--- config.mk ---
export PLATFORM = sky130hd
export DESIGN_NAME = mode_sequencer
export DESIGN_NICKNAME = d
export VERILOG_FILES = /design/src/rtl/mode_sequencer.sv
export SDC_FILE = /design/constraint.sdc
export NUM_CORES = 1
export LEC_CHECK = 0
export CORE_MARGIN = 5
export CORE_UTILIZATION = 46
export DETAILED_ROUTE_END_ITERATION = 7
export PLACE_DENSITY_LB_ADDON = 0.1
export SLEW_MARGIN = 20
export SYNTH_ARGS = -nofsm -noshare
export SYNTH_HDL_FRONTEND = slang
export SYNTH_SLANG_ARGS = --single-unit
--- constraint.sdc ---
create_clock -name clk -period 5.7 [get_ports clk]
set_clock_uncertainty 0.1 [all_clocks]
set_input_delay 1.14 -clock clk [delete_from_list [all_inputs] [get_ports clk]]
set_output_delay 1.14 -clock clk [all_outputs]
set_load 0.02 [all_outputs]
--- src/rtl/mode_sequencer.sv ---
// mode_sequencer -- display mode and field-edit sequencer for a small BCD display.
//
// A btn_mode press advances the display mode. A btn_edit press steps through
// editing the left (hi) and right (lo) fields; leaving the lo field pulses
// commit. The selected mode's fields are shown as four BCD digits, saturated
// at 99. The field being edited blinks at the tick2hz rate. After TIMEOUT_S
// idle seconds the block returns to mode 0 and abandons any edit.
//
// Optional feature: define ALERT_BLINK_EN to make led flash at the tick2hz
// rate while any alert is active. Without it, led is the steady OR of alert.
//
// Parameters:
//   N_MODES   number of display modes (2..8)
//   TIMEOUT_S idle seconds before auto-return to mode 0 (0 disables)
//   FIELD_W   width of each per-mode field value
//
// Ports:
//   clk, reset          clock, synchronous active-high reset
//   tick1hz, tick2hz    one-cycle time-base pulses
//   btn_mode, btn_edit  debounced button levels
//   field_hi, field_lo  packed per-mode fields, mode m at [m*FIELD_W +: FIELD_W]
//   alert               per-mode alert requests
//   mode                current mode index
//   edit_field          00 none, 01 hi field, 10 lo field
//   commit              one-cycle pulse when an edit is committed
//   digit3..digit0      BCD digits left to right, 15 = blank
//   led                 alert indicator
module mode_sequencer #(
    parameter int N_MODES   = 4,
    parameter int TIMEOUT_S = 30,
    parameter int FIELD_W   = 7
) (
    input  logic                         clk,
    input  logic                         reset,
    input  logic                         tick1hz,
    input  logic                         tick2hz,
    input  logic                         btn_mode,
    input  logic                         btn_edit,
    input  logic [N_MODES*FIELD_W-1:0]   field_hi,
    input  logic [N_MODES*FIELD_W-1:0]   field_lo,
    input  logic [N_MODES-1:0]           alert,
    output logic [$clog2(N_MODES)-1:0]   mode,
    output logic [1:0]                   edit_field,
    output logic                         commit,
    output logic [3:0]                   digit3,
    output logic [3:0]                   digit2,
    output logic [3:0]                   digit1,
    output logic [3:0]                   digit0,
    output logic                         led
);

    localparam int MODE_W = $clog2(N_MODES);
    // With the timeout disabled the counter only needs to saturate somewhere.
    localparam int CNT_W  = (TIMEOUT_S > 0) ? $clog2(TIMEOUT_S + 1) : 8;

    localparam logic [MODE_W-1:0] MODE_LAST   = MODE_W'(N_MODES - 1);
    localparam logic [CNT_W-1:0]  CNT_TO_LAST = CNT_W'((TIMEOUT_S > 0) ? (TIMEOUT_S - 1) : 0);
    localparam logic [CNT_W-1:0]  CNT_MAX     = {CNT_W{1'b1}};

    // Encoding doubles as the edit_field output code.
    typedef enum logic [1:0] {
        ST_IDLE    = 2'b00,
        ST_EDIT_HI = 2'b01,
        ST_EDIT_LO = 2'b10
    } edit_state_t;

    edit_state_t         state_r;
    edit_state_t         state_nxt_s;
    logic [MODE_W-1:0]   mode_r;
    logic [MODE_W-1:0]   mode_nxt_s;
    logic                commit_r;
    logic                commit_nxt_s;
    logic                mode_prev_r;
    logic                edit_prev_r;
    logic                blink_r;
    logic [CNT_W-1:0]    idle_cnt_r;
    logic [3:0]          digit3_r, digit2_r, digit1_r, digit0_r;
    logic                led_r;
    logic                led_nxt_s;

    logic                mode_edge_s;
    logic                edit_edge_s;
    logic                any_edge_s;
    logic                timeout_s;
    logic                entry_s;
    logic [FIELD_W-1:0]  hi_val_s;
    logic [FIELD_W-1:0]  lo_val_s;
    logic [7:0]          hi_bcd_s;
    logic [7:0]          lo_bcd_s;
    logic                blank_hi_s;
    logic                blank_lo_s;

    // Saturate a field at 99 and split it into {tens, ones} BCD digits.
    function automatic logic [7:0] to_bcd(input logic [FIELD_W-1:0] x);
        logic [6:0] s;
        logic [3:0] tens;
        logic [3:0] ones;
        if (32'(x) > 32'd99) begin
            s = 7'd99;
        end else begin
            s = 7'(x);
        end
        tens = 4'(s / 7'd10);
        ones = 4'(s % 7'd10);
        return {tens, ones};
    endfunction

    assign mode_edge_s = btn_mode & ~mode_prev_r;
    assign edit_edge_s = btn_edit & ~edit_prev_r;
    assign any_edge_s  = mode_edge_s | edit_edge_s;

    // Timeout fires on the tick that would bring the counter to TIMEOUT_S.
    always_comb begin
        timeout_s = 1'b0;
        if ((TIMEOUT_S != 0) && tick1hz && (idle_cnt_r == CNT_TO_LAST)) begin
            timeout_s = 1'b1;
        end else begin
            timeout_s = 1'b0;
        end
    end

    // Next mode, edit state and commit; mode edge beats edit edge beats timeout.
    always_comb begin
        state_nxt_s  = state_r;
        mode_nxt_s   = mode_r;
        commit_nxt_s = 1'b0;
        if (mode_edge_s) begin
            mode_nxt_s  = (mode_r == MODE_LAST) ? {MODE_W{1'b0}} : (mode_r + MODE_W'(1));
            state_nxt_s = ST_IDLE;
        end else if (edit_edge_s) begin
            case (state_r)
                ST_IDLE:    state_nxt_s = ST_EDIT_HI;
                ST_EDIT_HI: state_nxt_s = ST_EDIT_LO;
                ST_EDIT_LO: begin
                    state_nxt_s  = ST_IDLE;
                    commit_nxt_s = 1'b1;
                end
                default:    state_nxt_s = ST_IDLE;
            endcase
        end else if (timeout_s) begin
            mode_nxt_s  = {MODE_W{1'b0}};
            state_nxt_s = ST_IDLE;
        end else begin
            state_nxt_s = state_r;
        end
    end

    assign entry_s = (state_nxt_s != state_r) && (state_nxt_s != ST_IDLE);

    // Field selection, BCD conversion and blink blanking feeding the digit registers.
    always_comb begin
        hi_val_s   = field_hi[mode_r*FIELD_W +: FIELD_W];
        lo_val_s   = field_lo[mode_r*FIELD_W +: FIELD_W];
        hi_bcd_s   = to_bcd(hi_val_s);
        lo_bcd_s   = to_bcd(lo_val_s);
        blank_hi_s = (state_r == ST_EDIT_HI) && !blink_r;
        blank_lo_s = (state_r == ST_EDIT_LO) && !blink_r;
    end

`ifdef ALERT_BLINK_EN
    logic alert_phase_r;

    // Alert flash phase: toggles on tick2hz while alerted, parked at 1 otherwise.
    always_ff @(posedge clk) begin
        if (reset) begin
            alert_phase_r <= 1'b1;
        end else if (!(|alert)) begin
            alert_phase_r <= 1'b1;
        end else if (tick2hz) begin
            alert_phase_r <= ~alert_phase_r;
        end else begin
            alert_phase_r <= alert_phase_r;
        end
    end

    assign led_nxt_s = (|alert) & alert_phase_r;
`else
    assign led_nxt_s = |alert;
`endif

    // Control state: edge history, mode, edit state and commit pulse.
    always_ff @(posedge clk) begin
        if (reset) begin
            mode_prev_r <= 1'b0;
            edit_prev_r <= 1'b0;
            mode_r      <= {MODE_W{1'b0}};
            state_r     <= ST_IDLE;
            commit_r    <= 1'b0;
        end else begin
            mode_prev_r <= btn_mode;
            edit_prev_r <= btn_edit;
            mode_r      <= mode_nxt_s;
            state_r     <= state_nxt_s;
            commit_r    <= commit_nxt_s;
        end
    end

    // Blink phase: re-armed to visible whenever an edit field is entered.
    always_ff @(posedge clk) begin
        if (reset) begin
            blink_r <= 1'b1;
        end else if (entry_s) begin
            blink_r <= 1'b1;
        end else if (tick2hz) begin
            blink_r <= ~blink_r;
        end else begin
            blink_r <= blink_r;
        end
    end

    // Idle seconds counter; saturates so a disabled timeout never wraps.
    always_ff @(posedge clk) begin
        if (reset) begin
            idle_cnt_r <= {CNT_W{1'b0}};
        end else if (any_edge_s || timeout_s) begin
            idle_cnt_r <= {CNT_W{1'b0}};
        end else if (tick1hz && (idle_cnt_r != CNT_MAX)) begin
            idle_cnt_r <= idle_cnt_r + CNT_W'(1);
        end else begin
            idle_cnt_r <= idle_cnt_r;
        end
    end

    // Registered display digits and alert LED.
    always_ff @(posedge clk) begin
        if (reset) begin
            digit3_r <= 4'd0;
            digit2_r <= 4'd0;
            digit1_r <= 4'd0;
            digit0_r <= 4'd0;
            led_r    <= 1'b0;
        end else begin
            digit3_r <= blank_hi_s ? 4'd15 : hi_bcd_s[7:4];
            digit2_r <= blank_hi_s ? 4'd15 : hi_bcd_s[3:0];
            digit1_r <= blank_lo_s ? 4'd15 : lo_bcd_s[7:4];
            digit0_r <= blank_lo_s ? 4'd15 : lo_bcd_s[3:0];
            led_r    <= led_nxt_s;
        end
    end

    assign mode       = mode_r;
    assign edit_field = state_r;
    assign commit     = commit_r;
    assign digit3     = digit3_r;
    assign digit2     = digit2_r;
    assign digit1     = digit1_r;
    assign digit0     = digit0_r;
    assign led        = led_r;

endmodule

Word level (Yosys, flattened, before mapping) --
Index checks and enable logic that the tools add are counted.
Storage, ports and cells: register bits 30, output and inout port bits 22
Cells by class: add/subtract/negate cells 2, multiply operators 1, divide/modulo/power cells 4, magnitude comparators 2, eq/ne operators 7, shifts and indexed selects 2, muxes and demuxes 16, bitwise logic cells 7, reduce and logical (&&, ||, !) cells 15
Operators by type and width (count):
- 28-bit by 6-bit variable part select with 7-bit output | 2
- 4-bit 2-to-1 mux | 4
- 7-bit by 4-bit divider with 7-bit output (second input constant) | 2
- 7-bit greater-than comparator (second input constant) | 2
- 7-bit by 4-bit remainder unit with 7-bit output (second input constant) | 2
- 2-bit 2-to-1 mux | 7
- 7-bit 2-to-1 mux | 2
- 5-bit by 1-bit adder with 5-bit output (second input constant) | 1
- 5-bit equality test (second input constant) | 1
- 1-bit logical AND | 5
- 2-bit by 3-bit multiplier with 5-bit output (second input constant) | 1
- 5-bit != test (second input constant) | 1
- 2-bit equality test (second input constant) | 2
- 1-bit inverter | 4
- 2-bit case mux with 2 select lines | 1
- 2-bit nonzero test | 2
- 2-bit OR reduction | 2
- 4-bit OR reduction | 1
- 3-bit OR reduction | 1
- 2-bit by 1-bit adder with 2-bit output (second input constant) | 1
- 1-bit AND | 2
- 2-bit by 1-bit equality test with 1-bit output (second input constant) | 1
- 2-bit zero test | 1
- 1-bit 2-to-1 mux | 2
- other kinds (6) | 6

Longest topological paths before layout --
Gate-level depths: netlist (run 1).
depth after elaboration 9, mapped depth 22

Worst setup path after synthesis (run 1) --
No wires, ideal clock.
path type in2reg, start input field_lo[27], end register digit0_r[1] (netlist: digit0[1]), setup time 0.074 ns, data arrival time 4.958 ns, slack 0.567 ns, stages 19, path buffers 1, cell sequence mux4_2 -> buf_6 -> nand2_1 -> and2_1 -> ha_1 -> o21a_1 -> o21a_1 -> inv_1 -> ha_1 -> o21ai_0 -> o21ai_1 -> a211o_1 -> a21oi_1 -> ha_1 -> nand2_1 -> or4_1 -> and4_4 -> or3_1 -> a31oi_1
On the way: cells in the longest elaborated chain, start to end 5
RTL lines:
- from (decl) | RTL line 40 | input logic [N_MODES*FIELD_W-1:0] field_lo,
- 28-bit by 6-bit variable part select with 7-bit output * | RTL line 153 | lo_val_s = field_lo[mode_r*FIELD_W +: FIELD_W];
- 7-bit greater-than comparator | RTL line 98 | if (32'(x) > 32'd99) begin
- 7-bit 2-to-1 mux * | RTL line 98
- 7-bit by 4-bit remainder unit with 7-bit output * | RTL line 104 | ones = 4'(s % 7'd10);
- 4-bit 2-to-1 mux * | RTL line 236 | digit0_r <= blank_lo_s ? 4'd15 : lo_bcd_s[3:0];
- to (signal assigned) | RTL line 236
- to (decl) | RTL line 77 | logic [3:0] digit3_r, digit2_r, digit1_r, digit0_r;
Mark *: on every way between the ends. The rest lies on a longest branch, timed or not. A chain may end at the register's enable or synchronous reset.

Final worst setup path (run 1) --
start input field_lo[12], end register digit0_r[1] (netlist: digit0[1])
Same word-level chain as after synthesis.

==> results.toml, run 1 <==
[drt]
wirelength_um = 7090
viasPerCell = 5.88
drt-pass1-iter-count = 4
ant_nets = 0
drc = 0
routed-via-count = 2645
wire_per_inst_um = 15.8
first_iter_violations = 159

[power_and_ir_drop]
pwr-share-comb_pct = 55.5
vdd_drop_max_mv = 0.273
switchingPower_w = 0.000348
power.total_w = 0.000926
clockPowerShare_pct = 16.7
power-per-cell-area_nw_per_um2 = 261
netSwitchingFraction_pct = 37.6
leakage_nw = 1.34
p_seq_share_pct = 27.8
p_int_w = 0.000577

[hold_path]
hold_depth = 2
hold_end = "idle_cnt_r[4]$_SDFFE_PP0P_"
hp-class = "flop to flop"
hp-start = "idle_cnt_r[4]$_SDFFE_PP0P_"

[clock_tree]
clockRootBuffer = "clkbuf_8"
ctsHoldBuffers = 0
path_clk_slew_ns = 0.06
cts_buffers = 5
post-cts-setup-buffers = 0
cts_sinks = 30
cts_tree = "built"
cts_max_level = 2
clock_latency_ns = 0.27
cts_buffer_depth = 2
ctsResizeCount = 0

[logic_synthesis]
synth_top_area_share_pct = 24.1
yosys-top-cells-count = "dfxtp_1, nor2_1, a21oi_1"
synth_warnings = 0
synth_area_per_cell_um2 = 8.67
syn-num-nets = 364
yosys-top-cells-area = "dfxtp_1, mux4_2, ha_1, a21oi_1, nor2_1"
yosysTopAreaCell = "dfxtp_1"
synthCells = 288
synth.cell_area_um2 = 2500
synth.most_common_cell = "dfxtp_1"
async_reset_ff_share_pct = 0
synth-seq-cells = 30
synth_edf_count = 0
ys.flop_type = "dfxtp_1"
ys_types = 67
yosysSeqAreaShare_pct = 24.1

[floorplan]
dieArea_um2 = 7000
start_util_pct = 48.0
io_pins = 88
die_h_um = 83.7
rows = 26
die_w_um = 83.7
coreArea_um2 = 5200

[setup_path]
r2r_slack_ns = 0.78
cp_common_cell = "ha_1"
endpoint_kind = "flop"
cp_max_fo = 8
cp_top_family = "compound AO/OA/AOI/OAI gates"
critical_path_required_ns = 5.79
crit_arrival_ns = 5.44
reg2reg_to = "digit0[1]$_SDFF_PP0_"
r2r-start = "mode[0]$_SDFFE_PP0P_"
path_buf_inv = 2
worstSetupPathType = "input port to flop"
path_cells = "clkdlybuf4s50_1, mux4_2, nand2_1, and2_1, ha_1, o21a_1, o21a_1, inv_1, ha_1, o21ai_1, o21ai_1, a211o_1, a21oi_1, ha_1, nand2_1, or4_1, and4_4, or3_1, a31oi_1"
cp_slowest_cell = "mux4_2"
start_kind = "input port"
ff2ff_path_depth = 19
crit_path_max_incr_delay_ns = 0.55

[sta]
max_freq_mhz = 187
worst_pin_slew_ns = 0.784
whs_ns = 0.428
rsz0062_at_grt = "false"
setup_viol = 0
setup-tns-final_ns = 0
slew_headroom_pct = 47.6
setup_slack_ns = 0.349
hold_viol_final = 0
slew_violations = 0
period_needed_ns = 5.35
period_share_pct = 93.9

[flow_run]
drv_cap = 0

[global_route]
grt_pass1_vias = 2502
track_usage_pct = 20.0
grt_start_max_net_pins = 23
grt_antenna_before_repair = 0
grt_overflow = 0
grt_pass1_wl_um = 11900

[finish]
drive_above_1_share_pct = 13.2
fill_cells = 417
multiInputGateArea_um2 = 1790
seqCellArea_um2 = 601
nNetsFinal = 456
syn_to_final_growth_pct = 41.9
n_antenna_cell = 0
utilization_pct = 68.0

[placement]
port_buffers = 87
gp_routability_congestion = 0.925
hpwl_um = 5770
dpl_worst_slack_ns = 0.0142

[outcome]
status = "completed"
-- how the worst max path moves through the flow --
stage            startpoint              endpoint  slack [ns]  cells past startpoint
2_1_floorplan  field_lo[27]  digit0[1]$_SDFF_PP0_        0.57                     19
3_3_place_gp   field_lo[26]  digit0[1]$_SDFF_PP0_        0.17                     19
3_5_place_dp   field_lo[26]  digit0[1]$_SDFF_PP0_        0.01                     19
4_1_cts        field_lo[26]  digit0[1]$_SDFF_PP0_        0.30                     19
5_1_grt         field_lo[5]  digit0[2]$_SDFF_PP0_        0.03                     19
6_report       field_lo[12]  digit0[1]$_SDFF_PP0_        0.35                     19
-- final cells by class --
class | count | area share [%]
clock buffers | 5 | 1.94
multi-input cells | 236 | 50.5
inverters | 9 | 0.954
flip-flops and latches | 30 | 17.0
repair buffers | 98 | 26.9
well taps | 70 | 2.47
clock inverters | 2 | 0.283
-- kinds of logic after synthesis --
family                   synth area share, %
flip-flops                              24.1
adder cells (fa/ha/maj)                 5.01
AO/OA/AOI/OAI                           25.6
multiplexers                            14.7
XOR/XNOR                                1.75
AND/OR/NAND/NOR                         24.5
buffers and inverters                   4.36
-- cell usage in the layout, fill, tap and decap left out, types with 5 or more instances in the layout --
cell,netlist,final
clkdlybuf4s50_1,0,87
dfxtp_1,30,30
nor2_1,25,25
a21oi_1,20,20
nand2_1,18,18
mux4_2,14,14
nor3_1,12,12
o21ai_0,12,11
buf_4,0,11
ha_1,10,10
inv_1,8,8
nand3_1,8,8
nand2b_1,8,8
and2_1,7,7
a31oi_1,7,7
o21a_1,6,6
o31ai_1,5,5
clkbuf_8,0,5
-- per-layer routing --
layer  wire length, um  GRT usage, %
met4                91          3.36
met2              3540          34.9
met3               381          4.34
met5                 0             0
met1              3080          25.7
-- metrics by stage --
stage,cells,cell area (um^2)
2_1_floorplan,288,2500
5_1_grt,450,3540
6_report,450,3540
4_1_cts,450,3540
3_3_place_gp,443,3460
3_5_place_dp,443,3460
-- registers in the layout (all words and copies together), names as in the netlist --
signal,count
mode_prev_r,1
edit_prev_r,1
blink_r,1
digit3,4
mode,2
digit2,4
led,1
commit,1
idle_cnt_r,5
edit_field,2
digit1,4
digit0,4
-- tightest hold or removal path, delay by kind of cell (launching register included) --
family / cells / cell delay, ns
DFF: 1 / 0.35
muxes: 1 / 0.07
and+or+nand+nor: 1 / 0.07
-- power groups by stage --
stage          sequential (W)  clock [W]  combinational (W)
6_report             0.000257   0.000155           0.000514
5_1_grt              0.000261   0.000171           0.000562
4_1_cts              0.000258   0.000160           0.000509
3_5_place_dp         0.000261          0           0.000506
3_3_place_gp         0.000261          0           0.000501
2_1_floorplan        0.000297          0           0.000296
Power figures use the tool's default switching activity.
==> run 2: changes to the inputs <==
--- a/config.mk
+++ b/config.mk
@@ -6,7 +6,7 @@
 export NUM_CORES = 1
 export LEC_CHECK = 0
 export CORE_MARGIN = 5
-export CORE_UTILIZATION = 46
+export CORE_UTILIZATION = 41
 export DETAILED_ROUTE_END_ITERATION = 7
 export PLACE_DENSITY_LB_ADDON = 0.1
 export SLEW_MARGIN = 20
==> constraint.sdc (replaced) <==
create_clock -name clk -period 4.8 [get_ports clk]
set_clock_uncertainty 0.1 [all_clocks]
set_input_delay 0.96 -clock clk [delete_from_list [all_inputs] [get_ports clk]]
set_output_delay 0.96 -clock clk [all_outputs]
set_load 0.02 [all_outputs]
==> results.toml, run 2 (synthesis results as in run 1) <==
[sta]
worst_pin_slew_ns = 0.820
hold_viol_final = 0
period_needed_ns = 4.69
max_freq_mhz = 213
slew_headroom_pct = 45.2
setup_slack_ns = 0.110
setup-tns-final_ns = 0
setup_viol = 0
period_share_pct = 97.7
slew_violations = 0

[drt]
ant_nets = 0
wire_per_inst_um = 15.8
drc = 0
routed-via-count = 2772
wirelength_um = 7870
first_iter_violations = 109
viasPerCell = 5.56
drt-pass1-iter-count = 4

[clock_tree]
path_clk_slew_ns = 0.06
cts_buffers = 5
clock_latency_ns = 0.28
cts_buffer_depth = 2
cts_max_level = 2
clockRootBuffer = "clkbuf_8"
cts_sinks = 30
ctsHoldBuffers = 0
cts_tree = "built"

[outcome]
status = "completed"

[finish]
final_common_cell = "clkdlybuf4s50_1"
syn_to_final_growth_pct = 63.8
nNetsFinal = 499
utilization_pct = 69.0
stdcell_count = 499
n_antenna_cell = 0
top_register = "idle_cnt_r"
largest_reg_flops = 5
drive_above_1_share_pct = 28.1
final_cell_mix = "clkdlybuf4s50_1, buf_4, dfxtp_1"

[setup_path]
cp_max_fo = 4
cp_common_cell = "ha_2"
start_kind = "input port"
crit_arrival_ns = 4.81
path_cells = "clkdlybuf4s50_1, mux4_2, inv_1, a21oi_2, ha_2, nand4b_1, a21boi_4, inv_2, ha_4, or4_4, a22oi_2, and2_4, nor2_1, ha_2, o31ai_2, or4bb_1, o31ai_4, or4b_1, nand3_1"
crit_path_max_incr_delay_ns = 0.54
worstSetupPathType = "input port to flop"
critical_path_required_ns = 4.92
endpoint_kind = "flop"
cp_slowest_cell = "or4_4"
ff2ff_path_depth = 18

[global_route]
grt_start_max_net_pins = 23
grt_overflow = 0
grt_pass1_vias = 2663
grt_pass1_wl_um = 12200
grt_antenna_before_repair = 0
track_usage_pct = 19.7

[placement]
gp_routability_congestion = 0.901
dpl.cell_count = 486
dpl_worst_slack_ns = -0.301
port_buffers = 87
hpwl_um = 6250

[floorplan]
rows = 28
coreArea_um2 = 5920
die_w_um = 88.0
start_util_pct = 42.2
io_pins = 88
die_h_um = 88.0
dieArea_um2 = 7750

[power_and_ir_drop]
power-per-cell-area_nw_per_um2 = 314
power.total_w = 0.00128
leakage_nw = 1.68
vdd_drop_max_mv = 0.208

[hold_path]
hold_depth = 2
hp-class = "flop to flop"

[flow_run]
drv_cap = 0
run 2: changes by cell type in the layout (fill, tap and decap cells not counted), sizes merged:
cell	before	now
clkinv	2	1
dlymetal6s2s	0	12
clkbuf	5	7
clkdlybuf4s50	87	75
buf	11	54
run 2: what timing repair did:
action,in CTS,in global routing
gates resized for setup,1,43
endpoints found under the setup margin,1,5
pin swaps,0,17
buffers inserted,0,5
endpoints found under the hold margin,0,0
run 2: area by class of cell:
| type | count | area [um^2] |
|---|---|---|
| inverters | 9 | 33.8 |
| clock inverters | 1 | 5.00 |
| fillers | 480 | 1830 |
| clock buffers | 7 | 86.3 |
| multi-input cells | 236 | 1950 |
| well taps | 75 | 93.8 |
| flip-flops and latches | 30 | 601 |
| repair buffers | 141 | 1320 |
run 2: where the power goes:
part	total, W	internal [W]	switching (W)	leakage, nW
Combinational	0.000771	0.000405	0.000366	1.39
Clock	0.000209	0.000115	0.0000934	0.0482
Sequential	0.000303	0.000288	0.0000144	0.248
run 2: critical path, delay by kind of cell:
kind                       cells  cell delay [ns]
adders and majority gates      3             0.55
buffers and inverters          3             0.60
muxes                          1             0.49
and+or+nand+nor                7             1.64
AOI/OAI and AO/OA              5             0.57
run 2: path summary, 6_finish.rpt:
kind | from | slack (ns) | to
max | field_hi[18] | 0.11 | digit2[1]$_SDFF_PP0_
min | idle_cnt_r[3]$_SDFFE_PP0P_ | 0.44 | idle_cnt_r[3]$_SDFFE_PP0P_
max reg2reg | mode[0]$_SDFFE_PP0P_ | 0.34 | digit0[1]$_SDFF_PP0_
min reg2reg | idle_cnt_r[3]$_SDFFE_PP0P_ | 0.44 | idle_cnt_r[3]$_SDFFE_PP0P_
run 2: layer usage:
metal | GRT usage, % | share of wire [%] | vias up
met5 | 0 | 0 | -
met2 | 37.4 | 55 | 61
met4 | 4.12 | 1.1 | 0
met1 | 23.4 | 40 | 1315
li1 | - | - | 1386
met3 | 2.92 | 4.3 | 10
run 2: metrics by stage:
| step | hold WS, ns | cell area, um^2 |
|---|---|---|
| 2_1_floorplan | 0.389 | 2510 |
| 3_3_place_gp | 0.406 | 3780 |
| 3_5_place_dp | 0.422 | 3780 |
| 4_1_cts | 0.438 | 3870 |
| 5_1_grt | 0.468 | 4090 |
| 6_report | 0.436 | 4090 |
